<file path="config.mk">
export PLATFORM = sky130hd
export DESIGN_NAME = vdma_wr_arbiter
export DESIGN_NICKNAME = d
export VERILOG_FILES = /design/src/rtl/vdma_wr_arbiter_pkg.sv /design/src/rtl/vdma_wr_arbiter_rr_pick.sv /design/src/rtl/vdma_wr_arbiter.sv
export SDC_FILE = /design/constraint.sdc
export NUM_CORES = 1
export LEC_CHECK = 0
export CAP_MARGIN = 20
export CORE_UTILIZATION = 39
export CTS_CLUSTER_SIZE = 16
export DETAILED_ROUTE_END_ITERATION = 8
export PLACE_DENSITY = 0.87
export SLEW_MARGIN = 20
export SYNTH_ARGS = -nofsm -noshare
export SYNTH_HDL_FRONTEND = slang
export SYNTH_HIERARCHICAL = 1
export SYNTH_SLANG_ARGS = --single-unit
</file>
<file path="constraint.sdc">
create_clock -name axi_aclk -period 5.3 [get_ports axi_aclk]
set_input_delay 0.795 -clock axi_aclk [delete_from_list [all_inputs] [get_ports axi_aclk]]
set_output_delay 0.795 -clock axi_aclk [all_outputs]
set_load 0.005 [all_outputs]
</file>
<file path="src/rtl/vdma_wr_arbiter_pkg.sv">
// vdma_arb_pkg: shared state encoding and default parameters for the
// VDMA write-channel arbiter.
package vdma_arb_pkg;

  localparam int NUM_DEF     = 4;
  localparam int LSIZE_DEF   = 9;
  localparam int ASIZE_DEF   = 29;
  localparam int TIMEOUT_DEF = 4096;

  typedef enum logic [1:0] {
    IDLE  = 2'd0,
    ISSUE = 2'd1,
    WAIT  = 2'd2
  } arb_state_t;

endpackage

</file>
<file path="src/rtl/vdma_wr_arbiter_rr_pick.sv">
// rr_pick: rotating priority encoder. Searches req upward starting at
// ptr+1 (mod NUM) and returns the first set index. Requires NUM >= 2.
module rr_pick #(
  parameter int NUM = 4
) (
  input  logic [NUM-1:0]         req,
  input  logic [$clog2(NUM)-1:0] ptr,
  output logic [$clog2(NUM)-1:0] grant,
  output logic                   valid
);

  localparam int SW = $clog2(NUM);

  logic [SW-1:0] idx;

  // Walk from the farthest candidate to the nearest so the nearest set bit wins.
  always_comb begin
    valid = 1'b0;
    grant = '0;
    idx   = '0;
    for (int k = NUM; k >= 1; k--) begin
      idx = SW'((int'(ptr) + k) % NUM);
      if (req[idx]) begin
        valid = 1'b1;
        grant = idx;
      end
    end
  end

endmodule

</file>
<file path="src/rtl/vdma_wr_arbiter.sv">
// vdma_wr_arbiter: round-robin arbiter in front of the AXI write state core.
// Grants one requester at a time, freezes its length/address, forwards the
// downstream accept/complete pulses to the owner, and rotates priority.
// Optional watchdog: define VDMA_ARB_TIMEOUT_EN to abort bursts that never
// complete within TIMEOUT cycles of the grant.
//
//   state | meaning
//   ------+------------------------------------------------------------
//   IDLE  | no owner; arbitrate on req, latch winner's len/addr
//   ISSUE | write_req high, waiting for downstream accept (wr_resp)
//   WAIT  | request accepted, waiting for burst completion (wr_done)
module vdma_wr_arbiter
  import vdma_arb_pkg::*;
#(
  parameter int NUM     = NUM_DEF,
  parameter int LSIZE   = LSIZE_DEF,
  parameter int ASIZE   = ASIZE_DEF,
  parameter int TIMEOUT = TIMEOUT_DEF
) (
  input  logic                   axi_aclk,
  input  logic                   axi_rst,
  input  logic [NUM-1:0]         req,
  input  logic [NUM*LSIZE-1:0]   req_len,
  input  logic [NUM*ASIZE-1:0]   req_addr,
  output logic [NUM-1:0]         resp,
  output logic [NUM-1:0]         done,
  output logic [$clog2(NUM)-1:0] sel,
  output logic                   busy,
  output logic                   write_req,
  output logic [LSIZE-1:0]       wr_len,
  output logic [ASIZE-1:0]       wr_addr,
  input  logic                   wr_resp,
  input  logic                   wr_done,
  output logic                   timeout_err
);

  localparam int             SW  = $clog2(NUM);
  localparam logic [NUM-1:0] ONE = NUM'(1);

  arb_state_t    state, state_n;
  logic [SW-1:0] ptr, ptr_n;
  logic [SW-1:0] grant_idx;
  logic          grant_vld;
  logic          grant_take;
  logic          resp_fire;
  logic          done_fire;
  logic          wdog_exp;

  rr_pick #(
    .NUM (NUM)
  ) u_rr_pick (
    .req   (req),
    .ptr   (ptr),
    .grant (grant_idx),
    .valid (grant_vld)
  );

  // Next-state and pulse decisions; watchdog expiry overrides completion.
  always_comb begin
    state_n    = state;
    ptr_n      = ptr;
    grant_take = 1'b0;
    resp_fire  = 1'b0;
    done_fire  = 1'b0;
    case (state)
      IDLE: begin
        if (grant_vld) begin
          grant_take = 1'b1;
          state_n    = ISSUE;
        end
      end
      ISSUE: begin
        if (wdog_exp) begin
          ptr_n   = sel;
          state_n = IDLE;
        end else if (wr_resp) begin
          resp_fire = 1'b1;
          if (wr_done) begin
            done_fire = 1'b1;
            ptr_n     = sel;
            state_n   = IDLE;
          end else begin
            state_n = WAIT;
          end
        end
      end
      WAIT: begin
        if (wdog_exp) begin
          ptr_n   = sel;
          state_n = IDLE;
        end else if (wr_done) begin
          done_fire = 1'b1;
          ptr_n     = sel;
          state_n   = IDLE;
        end
      end
      default: state_n = IDLE;
    endcase
  end

  // State and rotation pointer; ptr starts at NUM-1 so requester 0 wins first.
  always_ff @(posedge axi_aclk or posedge axi_rst) begin
    if (axi_rst) begin
      state <= IDLE;
      ptr   <= SW'(NUM - 1);
    end else begin
      state <= state_n;
      ptr   <= ptr_n;
    end
  end

  // Registered status and owner pulses, derived from the next state.
  always_ff @(posedge axi_aclk or posedge axi_rst) begin
    if (axi_rst) begin
      write_req <= 1'b0;
      busy      <= 1'b0;
      resp      <= '0;
      done      <= '0;
    end else begin
      write_req <= (state_n == ISSUE);
      busy      <= (state_n != IDLE);
      resp      <= resp_fire ? (ONE << sel) : '0;
      done      <= done_fire ? (ONE << sel) : '0;
    end
  end

  // Owner index and request fields are captured once at grant and held.
  always_ff @(posedge axi_aclk or posedge axi_rst) begin
    if (axi_rst) begin
      sel     <= '0;
      wr_len  <= '0;
      wr_addr <= '0;
    end else if (grant_take) begin
      sel     <= grant_idx;
      wr_len  <= req_len[grant_idx*LSIZE +: LSIZE];
      wr_addr <= req_addr[grant_idx*ASIZE +: ASIZE];
    end
  end

`ifdef VDMA_ARB_TIMEOUT_EN
  localparam int WW = $clog2(TIMEOUT);

  logic [WW-1:0] wdog;

  // Down-counter loaded at grant; terminal count at zero marks expiry.
  assign wdog_exp = (state != IDLE) && (wdog == '0);

  // Watchdog count and its one-cycle error pulse.
  always_ff @(posedge axi_aclk or posedge axi_rst) begin
    if (axi_rst) begin
      wdog        <= '0;
      timeout_err <= 1'b0;
    end else begin
      timeout_err <= wdog_exp;
      if (grant_take) begin
        wdog <= WW'(TIMEOUT - 1);
      end else if ((state != IDLE) && (wdog != '0)) begin
        wdog <= wdog - 1'b1;
      end
    end
  end
`else
  assign wdog_exp    = 1'b0;
  assign timeout_err = 1'b0;
`endif

endmodule

</file>
# == After elaboration in Yosys (flattened, before gate mapping) ==
# Cells that the tools add are included.
# word_totals
ff_bits,54
output_inout_bits,51
elab_cells,63
# classes
add_sub_neg,4
multipliers,2
magnitude_cmp,4
eq_ne,4
n_shift,3
n_mux,33
reduce_logical,4
# ops
op,count
116-bit by 8-bit indexed part select with 29-bit output,1
36-bit by 7-bit indexed part select with 9-bit output,1
2-bit 2-to-1 mux,10
1-bit 2-to-1 mux,14
2-bit by 3-bit less-than comparator with 1-bit output (second input constant),4
1-bit binary-select mux with 2-bit select,4
4-bit 2-to-1 mux,2
2-bit by 5-bit multiplier with 7-bit output (second input constant),1
2-bit by 4-bit multiplier with 6-bit output (second input constant),1
2-bit one-hot mux with 3 select lines,1
2-bit by 1-bit adder with 2-bit output (second input constant),2
2-bit adder (second input constant),2
2-bit by 1-bit == test with 1-bit output (second input constant),2
2-bit one-hot mux with 2 select lines,1
2-bit nonzero test,2
1-bit by 2-bit left shift with 4-bit output (first input constant),1
2-bit == test (second input constant),1
2-bit logical NOT,1
2-bit inequality test (second input constant),1
1-bit one-hot mux with 2 select lines,1
2-bit AND reduction,1

# == Longest topological paths before layout ==
# Gate-level depths: netlist (run 1).
# depth
depth_word,10
ltp_mapped,7

# == Cells and area by module ==
# Netlist (run 1), hierarchy kept.
# by_module_without_submodules
mod,n_inst,cells_each,area_per_inst_um2
vdma_wr_arbiter,1,186,3000.4
rr_pick,1,14,91.3

# == Least setup slack after synthesis (run 1) ==
# OpenSTA, ideal clock, no wires.
# synth_path
path_kind,input-to-reg
from,input port req[2]
to,register wr_addr[0]
setup_ps,125
t_arrival_ps,2344
path_slack_ps,2832
stages,7
path_cell_list,and2b_1 a21oi_2 o221ai_2 buf_6 buf_6 mux4_2 mux2_2
# synth_between
elab_chain_len,8
word_cells_on_any_way,20
classes_between,mul (1); shift (1); mux (18)
# synth_rtl
item,line,text
start: declaration,vdma_wr_arbiter.sv:22,"input logic [NUM-1:0] req,"
1-bit binary-select mux with 2-bit select,vdma_wr_arbiter_rr_pick.sv:23,if (req[idx]) begin
1-bit 2-to-1 mux (not written as such),vdma_wr_arbiter_rr_pick.sv:23,
2-bit 2-to-1 mux (3 in a row),vdma_wr_arbiter_rr_pick.sv:23,
2-bit 2-to-1 mux *,vdma_wr_arbiter_rr_pick.sv:23,
net grant_idx[0],vdma_wr_arbiter.sv:42,logic [SW-1:0] grant_idx;
2-bit by 5-bit multiplier with 7-bit output *,vdma_wr_arbiter.sv:136,wr_addr <= req_addr[grant_idx*ASIZE +: ASIZE];
116-bit by 8-bit indexed part select with 29-bit output *,vdma_wr_arbiter.sv:136,
end signal: assignment,vdma_wr_arbiter.sv:136,
end: declaration,vdma_wr_arbiter.sv:31,"output logic [ASIZE-1:0] wr_addr,"
# The timed path passes the listed nets; every way through them passes the cells marked *. The select of a mux whose other input is x is not followed.
# A chain may end at the register's enable or synchronous reset.

# == Final worst setup path (run 1) ==
# layout_path
from,input port req[3]
to,register wr_addr[10]
# The elaborated chain is that of the path after synthesis.

==> results.toml, run 1 <==
[synth]
area_fraction_of_the_dominant_cell_type_after_synthesis_pct = 42.1
main_area_contributors_after_synthesis = "sky130_fd_sc_hd__dfrtp_1 (42%), sky130_fd_sc_hd__mux4_2 (28%), sky130_fd_sc_hd__mux2_2 (15%)"
number_of_instances_in_the_synthesized_netlist = 200
yosys-mux-area-fraction_pct = 43.3
edff_count_synth = 0
mappedNetlistNets = 365
syn_area_um2 = 3090
synth_area_leader_cell = "sky130_fd_sc_hd__dfrtp_1"
avg_cell_area_syn_um2 = 15.5
synth_unique_cells = 27
post_synth_xor_area_fraction_pct = 0
yosys_warnings = 6
synth_top_family_by_area = "multiplexers"
synth-adder-area-share_pct = 2.02
synth_top_flop_cell = "sky130_fd_sc_hd__dfrtp_1"
synth-async-reset-ratio_pct = 100
synth-seq-cells = 54
synth_seq_area_share_pct = 43.8
synthSimpleGateAreaFrac_pct = 4.98
post-synth-top-count-cell = "sky130_fd_sc_hd__dfrtp_1"
post_synthesis_compound_gate_area_fraction_pct = 2.67
synth_common_cells = "sky130_fd_sc_hd__dfrtp_1 (52), sky130_fd_sc_hd__mux2_2 (42), sky130_fd_sc_hd__mux4_2 (38)"

[timing]
postLayoutSetupSlackWorst_ns = 2.26
finalSetupTns_ns = 0
max_clock_freq_mhz = 329
min_period_over_period_pct = 57.4
clock-skew-final_ns = 0.00895
finalHoldViolCount = 0
finalWorstPathRequiredPeriod_ns = 3.04
timing.max_slew.rel_slack_pct = 32.2
drv_slew = 0
rsz0062_at_grt = "no"
setup_viol = 0
worst_pin_slew_ns = 1.02

[layout]
seqCellArea_um2 = 1350
final_net_count = 570
drive_above_1_share_pct = 24.1
fillCellCount = 534
antennaDiodeCount = 0
flow.area_growth_from_synthesis_pct = 74.3
multi_input_comb_area_um2 = 1670

[critical_path]
endpoint_required_time_on_the_critical_path_ns = 5.49
worst-endpoint-arrival_ns = 3.24
worstPathMaxFanout = 39
rr_startpoint = "ptr[1]"
critical_path_class = "in -> reg"
launch_point_of_the_worst_path = "req[3]"
worst_setup_path_start_kind = "primary input"
regToRegSetupSlack_ns = 2.68
critical_path.endpoint_type = "flip-flop"

[clock_network]
holdBufCountCts = 0
cts.root.buffer_cell = "sky130_fd_sc_hd__clkbuf_8"
cts_resized = 0
htree_levels = 2
worst_skew_pair.late_latency_ns = 0.30
clock_sink_count = 54
max-clock-path-buffers = 2
post_cts_setup_buffer_count = 0
cts_tree = "yes"
cts_inserted_buffers = 5
cts.reportedPaths.clkPinSlew_ns = 0.10

[grt]
grt_pass1_vias = 2812
number_of_antenna_violations_at_the_first_check_in_global_routing = 0
grt_overflow_total = 0
grtUsageTotal_pct = 21.7
maximum_number_of_pins_on_one_net_before_global_route_repair = 55
grt_pass1_wl_um = 14000

[routing]
detail_route.drc_violations = 0
drt_first_pass_iters = 4
vias_per_cell = 5.17
via_count_of_the_routed_design = 2624
antenna_violating_nets_post_route = 0
first_iter_violations = 61
drt-total-wl_um = 8820
post_drt_wl_per_cell_um = 17.4

[floorplanning]
die_y_um = 91.0
pin_count = 211
num_rows = 32
design.die.area_um2 = 8290
core-area_um2 = 7690
floorplan.initialDensity_pct = 40.2
x_dimension_of_the_die_um = 91.0

[power]
power_density_nw_per_um2 = 430
power.static_leakage_nw = 2.08
vdd_ir_drop_max_v = 0.000214

[placed_design]
dp_hpwl_um = 6830
gp_congestion = 0.719
port-buffer-count = 209
dp_worst_setup_slack_ns = 1.90

[outcome]
outcome = "completed"

[hold_path]
hold_path_startpoint = "wr_len[2]"
hold_class = "reg -> reg"

[flow_run]
maxcap_violations = 0
==> sequential cells by signal (all words and copies together) (netlist names) <==
signal,flops
wr_addr,29
state,2
resp,4
done,4
ptr,2
sel,2
write_req,1
wr_len,9
busy,1
==> final timing paths <==
| path | end | cells past startpoint |
|---|---|---|
| max | wr_addr[10] | 7 |
| min | wr_len[2] | 1 |
| max reg2reg | wr_addr[10] | 6 |
| min reg2reg | wr_len[2] | 1 |
| max in group asynchronous | busy | 3 |
| min in group asynchronous | wr_addr[12] | 3 |
==> kinds of logic after synthesis <==
group | Yosys count
AOI/OAI and AO/OA | 12
DFF | 54
other | 1
muxes | 81
and+or+nand+nor | 29
buffers and inverters | 18
adders and majority gates | 5
==> stage by stage <==
step / total power, mW / std cells / utilization (%) / instance area [um2] / hold WS (ns)
2_1_floorplan: 1.48 / 200 / - / 3090 / 0.505
3_3_place_gp: 2.03 / 500 / 68.6 / 5280 / 0.488
3_5_place_dp: 2.07 / 500 / 68.6 / 5280 / 0.495
4_1_cts: 2.35 / 508 / 70.1 / 5390 / 0.519
5_1_grt: 2.48 / 508 / 70.1 / 5390 / 0.532
6_report: 2.32 / 508 / 70.1 / 5390 / 0.514
==> cells in the final DEF (no fill, tap or decap), types with 2 or more instances in the layout <==
| cell type | n |
|---|---|
| sky130_fd_sc_hd__dfstp_2 | 2 |
| sky130_fd_sc_hd__nor2_1 | 9 |
| sky130_fd_sc_hd__clkinvlp_4 | 2 |
| sky130_fd_sc_hd__clkdlybuf4s50_1 | 209 |
| sky130_fd_sc_hd__dfrtp_1 | 52 |
| sky130_fd_sc_hd__nand2_1 | 3 |
| sky130_fd_sc_hd__nor3_1 | 2 |
| sky130_fd_sc_hd__clkbuf_8 | 5 |
| sky130_fd_sc_hd__a21oi_1 | 2 |
| sky130_fd_sc_hd__mux4_2 | 38 |
| sky130_fd_sc_hd__nor2b_1 | 6 |
| sky130_fd_sc_hd__mux2_2 | 42 |
| sky130_fd_sc_hd__nand2b_1 | 5 |
| sky130_fd_sc_hd__o21ai_0 | 3 |
| sky130_fd_sc_hd__buf_4 | 3 |
| sky130_fd_sc_hd__inv_1 | 3 |
| sky130_fd_sc_hd__ha_1 | 5 |
| sky130_fd_sc_hd__a31oi_1 | 2 |
==> worst max-delay path, cell delays in order <==
cell and delay [ns]:
sky130_fd_sc_hd__clkdlybuf4s50_1 0.52, sky130_fd_sc_hd__and2b_1 0.18, sky130_fd_sc_hd__a21oi_2 0.05, sky130_fd_sc_hd__o221ai_4 0.16, sky130_fd_sc_hd__buf_4 0.62, sky130_fd_sc_hd__mux4_2 0.59, sky130_fd_sc_hd__mux2_2 0.28
==> routing by layer <==
| layer | share of wire, % | track usage [%] |
|---|---|---|
| met5 | 0 | 0 |
| met4 | 1.5 | 5.56 |
| met3 | 6.8 | 4.94 |
| met2 | 54 | 40.8 |
| met1 | 37 | 24.8 |
==> layout make-up <==
| cell class | instances | share of cell area, % |
|---|---|---|
| well taps | 102 | 2.37 |
| inverters | 4 | 0.279 |
| clock inverters | 3 | 0.836 |
| multi-input cells | 128 | 30.9 |
| clock buffers | 5 | 1.28 |
| flip-flops and latches | 54 | 25.1 |
| repair buffers | 212 | 39.2 |
==> power breakdown <==
group / leakage, nW / switching (mW) / total, mW / internal, mW
clock: 0.0504 / 0.140 / 0.281 / 0.141
sequential: 0.648 / 0.118 / 0.728 / 0.610
combinational: 1.38 / 0.438 / 1.31 / 0.871
Note: power is estimated with default switching activity, not from simulation.
==> run 2: changes to the inputs <==
- CORE_UTILIZATION: 39 -> 32
- PLACE_DENSITY: 0.87 -> 0.77
- clock period: 5.3 -> 2.5 ns (I/O delays scaled with it)
==> run 2 against run 1 <==
  * Critical endpoint unchanged
  * Hold slack lost 0.052 ns
  * Clock skew shrank 0.0018 ns
  * Clock power grew 110%
  * Final cell count grew 6.1%
  * Total power grew 120%
==> results.toml, run 2 (synthesized netlist as in run 1, its figures left out) <==
[clock_network]
post_cts_setup_buffer_count = 0
clock_sink_count = 54
max-clock-path-buffers = 2
htree_levels = 2
cts_resized = 0
cts_tree = "yes"
cts.reportedPaths.clkPinSlew_ns = 0.09
worst_skew_pair.late_latency_ns = 0.31
holdBufCountCts = 0
cts_inserted_buffers = 5
cts.root.buffer_cell = "sky130_fd_sc_hd__clkbuf_8"

[layout]
reg.largest.list = "wr_addr x29, wr_len x9"
largest_register_ffs = 29
flow.area_growth_from_synthesis_pct = 78.4
most-common-layout-cells = "sky130_fd_sc_hd__clkdlybuf4s50_1 (209), sky130_fd_sc_hd__dfrtp_1 (52), sky130_fd_sc_hd__mux2_2 (42)"
stdcell_area_um2 = 5520
multi_input_comb_area_um2 = 1670
seqCellArea_um2 = 1350
final_common_cell = "sky130_fd_sc_hd__clkdlybuf4s50_1"
largest-register = "wr_addr"
final_net_count = 574
antennaDiodeCount = 0
fillCellCount = 760
post_layout_nonfiller_instances = 539
drive_above_1_share_pct = 24.9

[timing]
finalHoldViolCount = 0
finalSetupTns_ns = 0
rsz0062_at_grt = "no"
clock-skew-final_ns = 0.00717
max_clock_freq_mhz = 443
min_period_over_period_pct = 90.2
setup_viol = 0
holdWs_ns = 0.463
timing.max_slew.rel_slack_pct = 59.7
worst_pin_slew_ns = 0.604
drv_slew = 0
finalWorstPathRequiredPeriod_ns = 2.26

[floorplanning]
die_y_um = 100
x_dimension_of_the_die_um = 100
pin_count = 211
core-area_um2 = 9280
num_rows = 35
design.die.area_um2 = 10100
floorplan.initialDensity_pct = 33.3

[power]
power_density_nw_per_um2 = 916
power.static_leakage_nw = 2.12
vdd_ir_drop_max_v = 0.000399

[critical_path]
critical_path.endpoint_type = "flip-flop"
endpoint_required_time_on_the_critical_path_ns = 2.69
rr_startpoint = "ptr[1]"
r2r-end = "wr_addr[10]"
worst-endpoint-arrival_ns = 2.45
regToRegSetupSlack_ns = 0.28
critical_path_class = "in -> reg"
worst_setup_path_start_kind = "primary input"
worstPathMaxFanout = 19
reg2reg_depth = 6

[placed_design]
instance_area_after_placement_um2 = 5400
dp_hpwl_um = 7240
placed_instance_count = 531
gp_congestion = 0.719
port-buffer-count = 209

[routing]
post_drt_wl_per_cell_um = 16.4
detail_route.drc_violations = 0
antenna_violating_nets_post_route = 0
drt_first_pass_iters = 5
drt-total-wl_um = 8840
via_count_of_the_routed_design = 2632
vias_per_cell = 4.88
first_iter_violations = 23

[outcome]
outcome = "completed"

[grt]
grt_pass1_wl_um = 13600
grt_pass1_vias = 2841
maximum_number_of_pins_on_one_net_before_global_route_repair = 30
grt_overflow_total = 0
number_of_antenna_violations_at_the_first_check_in_global_routing = 0
grtUsageTotal_pct = 17.4

[flow_run]
maxcap_violations = 0

[hold_path]
hold_class = "in -> async"
[run 2: where the power goes]
| group | switching (mW) | internal [mW] |
|---|---|---|
| clock network | 0.292 | 0.298 |
| registers | 0.244 | 1.29 |
| logic | 0.980 | 1.95 |
[run 2: metal layers]
| layer | wire (um) | up-vias | GRT usage [%] | share of wire (%) |
|---|---|---|---|---|
| li1 | - | 1185 | - | - |
| met1 | 3130 | 1290 | 18.3 | 35 |
| met2 | 4710 | 148 | 33.2 | 53 |
| met3 | 880 | 9 | 5.78 | 10 |
| met4 | 116 | 0 | 4.35 | 1.3 |
| met5 | 0 | - | 0 | 0 |
[run 2: area by class of cell]
cell class	instances	area share [%]
inverter	4	0.272
multi-input combinational	128	30.2
tap	129	2.93
clock buffer	5	1.25
sequential	54	24.5
clock inverter	3	0.817
timing repair buffer	216	40.0
[run 2: how the worst max path moves through the flow]
| stage | from | endpoint | slack [ns] | depth (start not counted) |
|---|---|---|---|---|
| final | req[3] | wr_addr[10] | 0.24 | 7 |
| after global routing | req[3] | wr_addr[10] | 0.15 | 7 |
| after CTS | req[3] | wr_addr[10] | 0.25 | 7 |
| after detailed placement | req[3] | wr_addr[10] | -0.08 | 7 |
| after global placement | req[3] | wr_addr[6] | -0.04 | 7 |
| after floorplan | ptr[1] | wr_addr[0] | 0.34 | 7 |
[run 2: through the flow]
stage                     utilization [%]  setup slack, ns  total power [mW]
final                                59.4            0.244              5.06
after global routing                 59.4            0.151              5.40
after CTS                            59.4            0.247              5.14
after detailed placement             58.2          -0.0848              4.53
after global placement               58.2          -0.0390              4.45
after floorplan                         -            0.338              3.13
[run 2: worst max-delay path, cell delays in order]
cell and delay, ns:
sky130_fd_sc_hd__clkdlybuf4s50_1 0.52, sky130_fd_sc_hd__and2b_1 0.18, sky130_fd_sc_hd__a21oi_2 0.06, sky130_fd_sc_hd__o221ai_4 0.24, sky130_fd_sc_hd__buf_12 0.23, sky130_fd_sc_hd__mux4_2 0.53
sky130_fd_sc_hd__mux2_2 0.28
